`src/rtl/button_debounce_if.sv`:
```
// Signal bundle between a push-button conditioner and its consumer: raw synchronised
// level in, debounced level and one-cycle strobes out, plus the FSM state for observation.
interface button_debounce_if;
  logic       sig_in;
  logic       level_out;
  logic       rise_out;
  logic       fall_out;
  logic       long_out;
  logic [1:0] state_dbg;

  // No handshake: sig_in is sampled every clock edge, and each strobe is valid for
  // exactly the one cycle it is high. There is no ready/backpressure path.
  modport master (
    output sig_in,
    input  level_out, rise_out, fall_out, long_out, state_dbg
  );

  modport slave (
    input  sig_in,
    output level_out, rise_out, fall_out, long_out, state_dbg
  );
endinterface

```
`src/rtl/button_debounce.sv`:
```
// Debounces an already-synchronised button level and produces a clean level, rise and
// fall strobes, and a single long-press strobe timed from the rise.
module button_debounce #(
  parameter int DEBOUNCE_CYCLES = 1000000,
  parameter int LONG_CYCLES     = 50000000
) (
  input  logic             clk_in,
  input  logic             rst_in,
  button_debounce_if.slave bus
);

  localparam int CW = $clog2(DEBOUNCE_CYCLES + 1);
  localparam int HW = (LONG_CYCLES > 0) ? $clog2(LONG_CYCLES + 1) : 1;
  localparam logic [CW-1:0] CNT_LAST = CW'(DEBOUNCE_CYCLES - 1);
  localparam logic [HW-1:0] HOLD_MAX = HW'(LONG_CYCLES);

  typedef enum logic [1:0] {
    S_LOW       = 2'd0,
    S_WAIT_HIGH = 2'd1,
    S_HIGH      = 2'd2,
    S_WAIT_LOW  = 2'd3
  } state_t;

  state_t        r_state;
  logic [CW-1:0] r_cnt;
  logic [HW-1:0] r_hold;
  logic          r_level;
  logic          r_rise;
  logic          r_fall;
  logic          r_long;

  logic          w_hold_inc;
  logic [HW-1:0] w_hold_next;
  logic          w_long_hit;

  // hold saturates at LONG_CYCLES, so the strobe can only fire on the edge it gets there
  assign w_hold_inc  = (LONG_CYCLES > 0) && (r_hold != HOLD_MAX);
  assign w_hold_next = r_hold + HW'(1);
  assign w_long_hit  = w_hold_inc && (w_hold_next == HOLD_MAX);

  always_ff @(posedge clk_in or negedge rst_in) begin
    if (!rst_in) begin
      r_state <= S_LOW;
      r_cnt   <= '0;
      r_hold  <= '0;
      r_level <= 1'b0;
      r_rise  <= 1'b0;
      r_fall  <= 1'b0;
      r_long  <= 1'b0;
    end else begin
      r_rise <= 1'b0;
      r_fall <= 1'b0;
      r_long <= 1'b0;
      case (r_state)
        S_LOW: begin
          if (bus.sig_in) begin
            if (DEBOUNCE_CYCLES == 1) begin
              r_state <= S_HIGH;
              r_level <= 1'b1;
              r_rise  <= 1'b1;
              r_hold  <= '0;
              r_cnt   <= '0;
            end else begin
              r_state <= S_WAIT_HIGH;
              r_cnt   <= CW'(1);
            end
          end else begin
            r_cnt <= '0;
          end
        end
        S_WAIT_HIGH: begin
          if (bus.sig_in) begin
            if (r_cnt == CNT_LAST) begin
              r_state <= S_HIGH;
              r_level <= 1'b1;
              r_rise  <= 1'b1;
              r_hold  <= '0;
              r_cnt   <= '0;
            end else begin
              r_cnt <= r_cnt + CW'(1);
            end
          end else begin
            r_state <= S_LOW;
            r_cnt   <= '0;
          end
        end
        S_HIGH: begin
          if (!bus.sig_in && (DEBOUNCE_CYCLES == 1)) begin
            // completed release wins over a long press landing on the same edge
            r_state <= S_LOW;
            r_level <= 1'b0;
            r_fall  <= 1'b1;
            r_hold  <= '0;
            r_cnt   <= '0;
          end else begin
            if (!bus.sig_in) begin
              r_state <= S_WAIT_LOW;
              r_cnt   <= CW'(1);
            end else begin
              r_cnt <= '0;
            end
            if (w_hold_inc) r_hold <= w_hold_next;
            r_long <= w_long_hit;
          end
        end
        S_WAIT_LOW: begin
          if (!bus.sig_in && (r_cnt == CNT_LAST)) begin
            r_state <= S_LOW;
            r_level <= 1'b0;
            r_fall  <= 1'b1;
            r_hold  <= '0;
            r_cnt   <= '0;
          end else begin
            if (!bus.sig_in) begin
              r_cnt <= r_cnt + CW'(1);
            end else begin
              r_state <= S_HIGH;
              r_cnt   <= '0;
            end
            // bounce during release keeps the press timer running
            if (w_hold_inc) r_hold <= w_hold_next;
            r_long <= w_long_hit;
          end
        end
        default: begin
          r_state <= S_LOW;
          r_cnt   <= '0;
          r_hold  <= '0;
          r_level <= 1'b0;
        end
      endcase
    end
  end

  assign bus.level_out = r_level;
  assign bus.rise_out  = r_rise;
  assign bus.fall_out  = r_fall;
  assign bus.long_out  = r_long;
  assign bus.state_dbg = r_state;

endmodule

```
`src/flat_wrapper.sv`:
```
// flat-port wrapper written by rule: the top's interface ports become plain ports
module button_debounce_flat 
#(
  parameter int DEBOUNCE_CYCLES = 1000000,
  parameter int LONG_CYCLES     = 50000000
)
  (clk_in, rst_in, bus_sig_in, bus_level_out, bus_rise_out, bus_fall_out, bus_long_out, bus_state_dbg);
  button_debounce_if bus_i ();
  input  logic clk_in;
  input  logic rst_in;
  input wire logic [$bits(bus_i.sig_in)-1:0] bus_sig_in;
  output wire logic [$bits(bus_i.level_out)-1:0] bus_level_out;
  output wire logic [$bits(bus_i.rise_out)-1:0] bus_rise_out;
  output wire logic [$bits(bus_i.fall_out)-1:0] bus_fall_out;
  output wire logic [$bits(bus_i.long_out)-1:0] bus_long_out;
  output wire logic [$bits(bus_i.state_dbg)-1:0] bus_state_dbg;
  assign bus_i.sig_in = bus_sig_in;
  assign bus_level_out = bus_i.level_out;
  assign bus_rise_out = bus_i.rise_out;
  assign bus_fall_out = bus_i.fall_out;
  assign bus_long_out = bus_i.long_out;
  assign bus_state_dbg = bus_i.state_dbg;
  button_debounce #(.DEBOUNCE_CYCLES(DEBOUNCE_CYCLES), .LONG_CYCLES(LONG_CYCLES)) u_core (.clk_in(clk_in), .rst_in(rst_in), .bus(bus_i));
endmodule
```
`config.mk`:
```
export PLATFORM = sky130hd
export DESIGN_NAME = button_debounce_flat
export DESIGN_NICKNAME = d
export VERILOG_FILES = /design/src/rtl/button_debounce_if.sv /design/src/rtl/button_debounce.sv /design/src/flat_wrapper.sv
export SDC_FILE = /design/constraint.sdc
export NUM_CORES = 1
export LEC_CHECK = 0
export ABC_AREA = 1
export CORE_MARGIN = 4
export CORE_UTILIZATION = 40
export DETAILED_ROUTE_END_ITERATION = 7
export GPL_ROUTABILITY_DRIVEN = 1
export PLACE_DENSITY = 0.58
export SLEW_MARGIN = 30
export SYNTH_ARGS = -nofsm -noshare
export SYNTH_HDL_FRONTEND = slang
export SYNTH_SLANG_ARGS = --single-unit
export TNS_END_PERCENT = 50
```
`constraint.sdc`:
```
create_clock -name clk_in -period 2 [get_ports clk_in]
set_clock_uncertainty 0.2 [all_clocks]
set_input_delay 0.5 -clock clk_in [delete_from_list [all_inputs] [get_ports clk_in]]
set_output_delay 0.5 -clock clk_in [all_outputs]
set_load 0.01 [all_outputs]
```
==> impl_metrics.toml <==
[yosys]
synth_top_area_cell = "dfrtp_1"
synth_cells = 498
syn-cell-area_um2 = 3510
synth_top_area_frac = 0.371
synth_cell_types = 34
yosysSeqAreaShare = 0.371
syn_nets = 505
ys_top_cells_by_area = "dfrtp_1 37%, nand2_1 13%, nand3_1 8.4%"
avgSynthCellArea_um2 = 7.04
yosys_warnings = 0
ys_seq_elements = 52

[clocking]
clock-sinks = 52
clk_pin_slew_worst_paths_ps = 100
h-tree-depth = 2
clkLatencyLatePin_ps = 320
cts_buffer_depth = 2
tritoncts = "built"
cts-root-buf = "clkbuf_8"
cts_buffers = 5

[placement]
hpwl_mm = 7.40
gp_congestion = 0.924
placed_cells = 660
portBuffers = 8
postPlaceCellArea_um2 = 4170

[worst_setup_path]
crit_top_cell = "nand2_1"
critPathLaunchType = "register"
critPathMaxFanout = 5
crit_path_max_incr_delay_ps = 440
worstPathArrival_ps = 2010
crit_chain = "nand2_1, nor2_1, nand2_1, buf_4, nor2_1, nand3_1, nand2_1, inv_1, o211ai_1, o21ai_0"
critical_path.top_delay_family = "simple AND/OR/NAND/NOR gates"
cp.required_ps = 2000
setup.worst_path.class = "register to register"
cp_slowest_cell = "dfrtp_1"
crit_path_end_kind = "register"
worst-path-buf-inv = 2

[global_routing]
grt_antenna_before_repair = 0
gr-usage-all-layers = 0.202
grt_pass1_vias = 3552
grt_pass1_wl_mm = 16.7
grt_max_degree = 40
grt.overflow.total = 0

[final_layout]
num_antenna_cells = 0
area_growth_pct = 29.6
final_cell_mix = "115 x nand2_1, 65 x nor2_1, 61 x buf_4"
fillCellCount = 847
multiInputGateArea_um2 = 2130
finalNonFillerCells = 675
layout-drive-gt1-share = 0.249
finish.instance_area_um2 = 4540
nets = 576
ff_latch_area_um2 = 1310
final_common_cell = "nand2_1"

[status]
violations = "negative setup slack"
status = "finished, violations left"

[floorplanning]
core_um2 = 8380
start_util = 0.418
die-height_um = 102
ios = 9
fp.dieW_um = 102
rows = 33
die_area_um2 = 10300

[timing]
timing.final.ws_setup_ps = -10.8
slew_headroom = 0.748
finalMaxSlewViolations = 0
fmax_mhz = 497
period_share = 1.01
setup_tns_ps = -10.8
setup_viol = 1
rsz0062_at_grt = "true"
period_minus_slack_ps = 2010
worst_pin_slew_ps = 379
hold_violations = 0

[routing]
viasPerCell = 5.32
ant_nets = 0
drc_errors = 0
firstDrtPassIters = 4
drt-initial-drc-count = 215
dr_total_vias = 3588
wl_mm = 10.0
wire_per_inst_um = 14.8

[hold_path]
hp-class = "register to register"

[flow_run]
drv_cap = 0

[pwr]
power_uw = 3740
irDropWorstVdd_mv = 0.360
leakagePower_uw = 0.00196
p_per_area_nw_per_um2 = 824
-- sequential cells by signal (all words and copies together) (netlist names) --
name                  flops
u_core.bus.fall_out       1
u_core.bus.level_out      1
u_core.bus.long_out       1
u_core.bus.rise_out       1
u_core.bus.state_dbg      2
u_core.r_cnt             20
u_core.r_hold            26
-- path summary, 6_finish.rpt --
path / to / slack (ps) / from / cells past startpoint
max in group asynchronous: u_core.bus.state_dbg[1] / 630 / rst_in / 3
worst max-delay path: u_core.r_hold[22] / -10 / u_core.r_hold[13] / 10
worst min-delay path: u_core.bus.level_out / 310 / u_core.bus.level_out / 2
worst min register to register: u_core.bus.level_out / 310 / u_core.bus.level_out / 2
worst max register to register: u_core.r_hold[22] / -10 / u_core.r_hold[13] / 10
min in group asynchronous: u_core.r_hold[20] / 420 / rst_in / 2
-- cell families (layout without fill, tap and decap cells) --
kind of cell / Yosys count / count (layout) / share of synthesized area
DFF: 52 / 52 / 0.371
adders and majority gates: 4 / 4 / 0.0143
buffers and inverters: 68 / 140 / 0.0746
and+or+nand+nor: 311 / 311 / 0.414
xor gates and xnor gates: 18 / 18 / 0.0450
AOI/OAI and AO/OA: 45 / 45 / 0.0810
-- report_power, final --
| group | switching [µW] | internal (µW) | total, µW | leakage, µW |
|---|---|---|---|---|
| sequential | 190 | 1220 | 1410 | 0.000697 |
| clock | 379 | 379 | 758 | 0.0000558 |
| combinational | 923 | 654 | 1580 | 0.00121 |
| total | 1490 | 2250 | 3740 | 0.00196 |
-- area by class of cell --
type                       count  share of cell area
inverter                      57              0.0477
clock inverter                 2             0.00854
timing repair buffer          75               0.143
clock buffer                   6              0.0160
tap                          105              0.0289
sequential                    52               0.287
multi-input combinational    378               0.468
-- synthesized netlist by cell type --
cell      count
nand2_1     117
nor2_1       73
nand3_1      59
dfrtp_1      52
inv_1        52
nand4_1      22
o211ai_1     16
xor2_1       15
o21ai_0      14
nor3_1       10
nor2_2        8
a21oi_1       6
clkbuf_1      6
nand2_2       5
nor2_4        5
ha_1          4
nand3b_1      4
inv_2         3
o21ai_1       3
o21bai_1      3
xnor2_1       3
buf_1         2
buf_2         2
clkinv_1      2
nand2_4       2
nand3_2       2
a21boi_0      1
buf_4         1
nor2_8        1
nor3b_2       1
nor4_1        1
o21bai_2      1
o31ai_1       1
or2_2         1
-- tightest hold or removal path: cells and delay by family (launching register included) --
kind             cells  cell delay, ps
AND/OR/NAND/NOR      2             120
flip-flops           1             360
-- routing by layer --
layer,up-vias,global-route usage,wire length (µm)
met5,-,0,0
met1,1689,0.247,4220
met3,29,0.0317,472
li1,1776,-,-
met4,0,0.0706,288
met2,94,0.360,5020
-- timing repair --
item                                   4_1_cts  5_1_grt
resized for setup                            6       42
cloned                                       0        1
setup buffers                                2        3
setup endpoints to repair                   14       33
hold buffers                                 1        0
pin swaps                                    0       11
endpoints found under the hold margin       13        0
-- stage by stage --
| step | util | worst slack [ps] | hold WS, ps |
|---|---|---|---|
| final | 0.542 | -10.8 | 310 |
| after global routing | 0.542 | -142 | 331 |
| after CTS | 0.515 | 2.68 | 314 |
| after detailed placement | 0.497 | -92.5 | 235 |
| after global placement | 0.497 | -44.7 | 235 |
| after floorplan | - | 165 | 4.41 |
(Power assumes the default switching activity.)
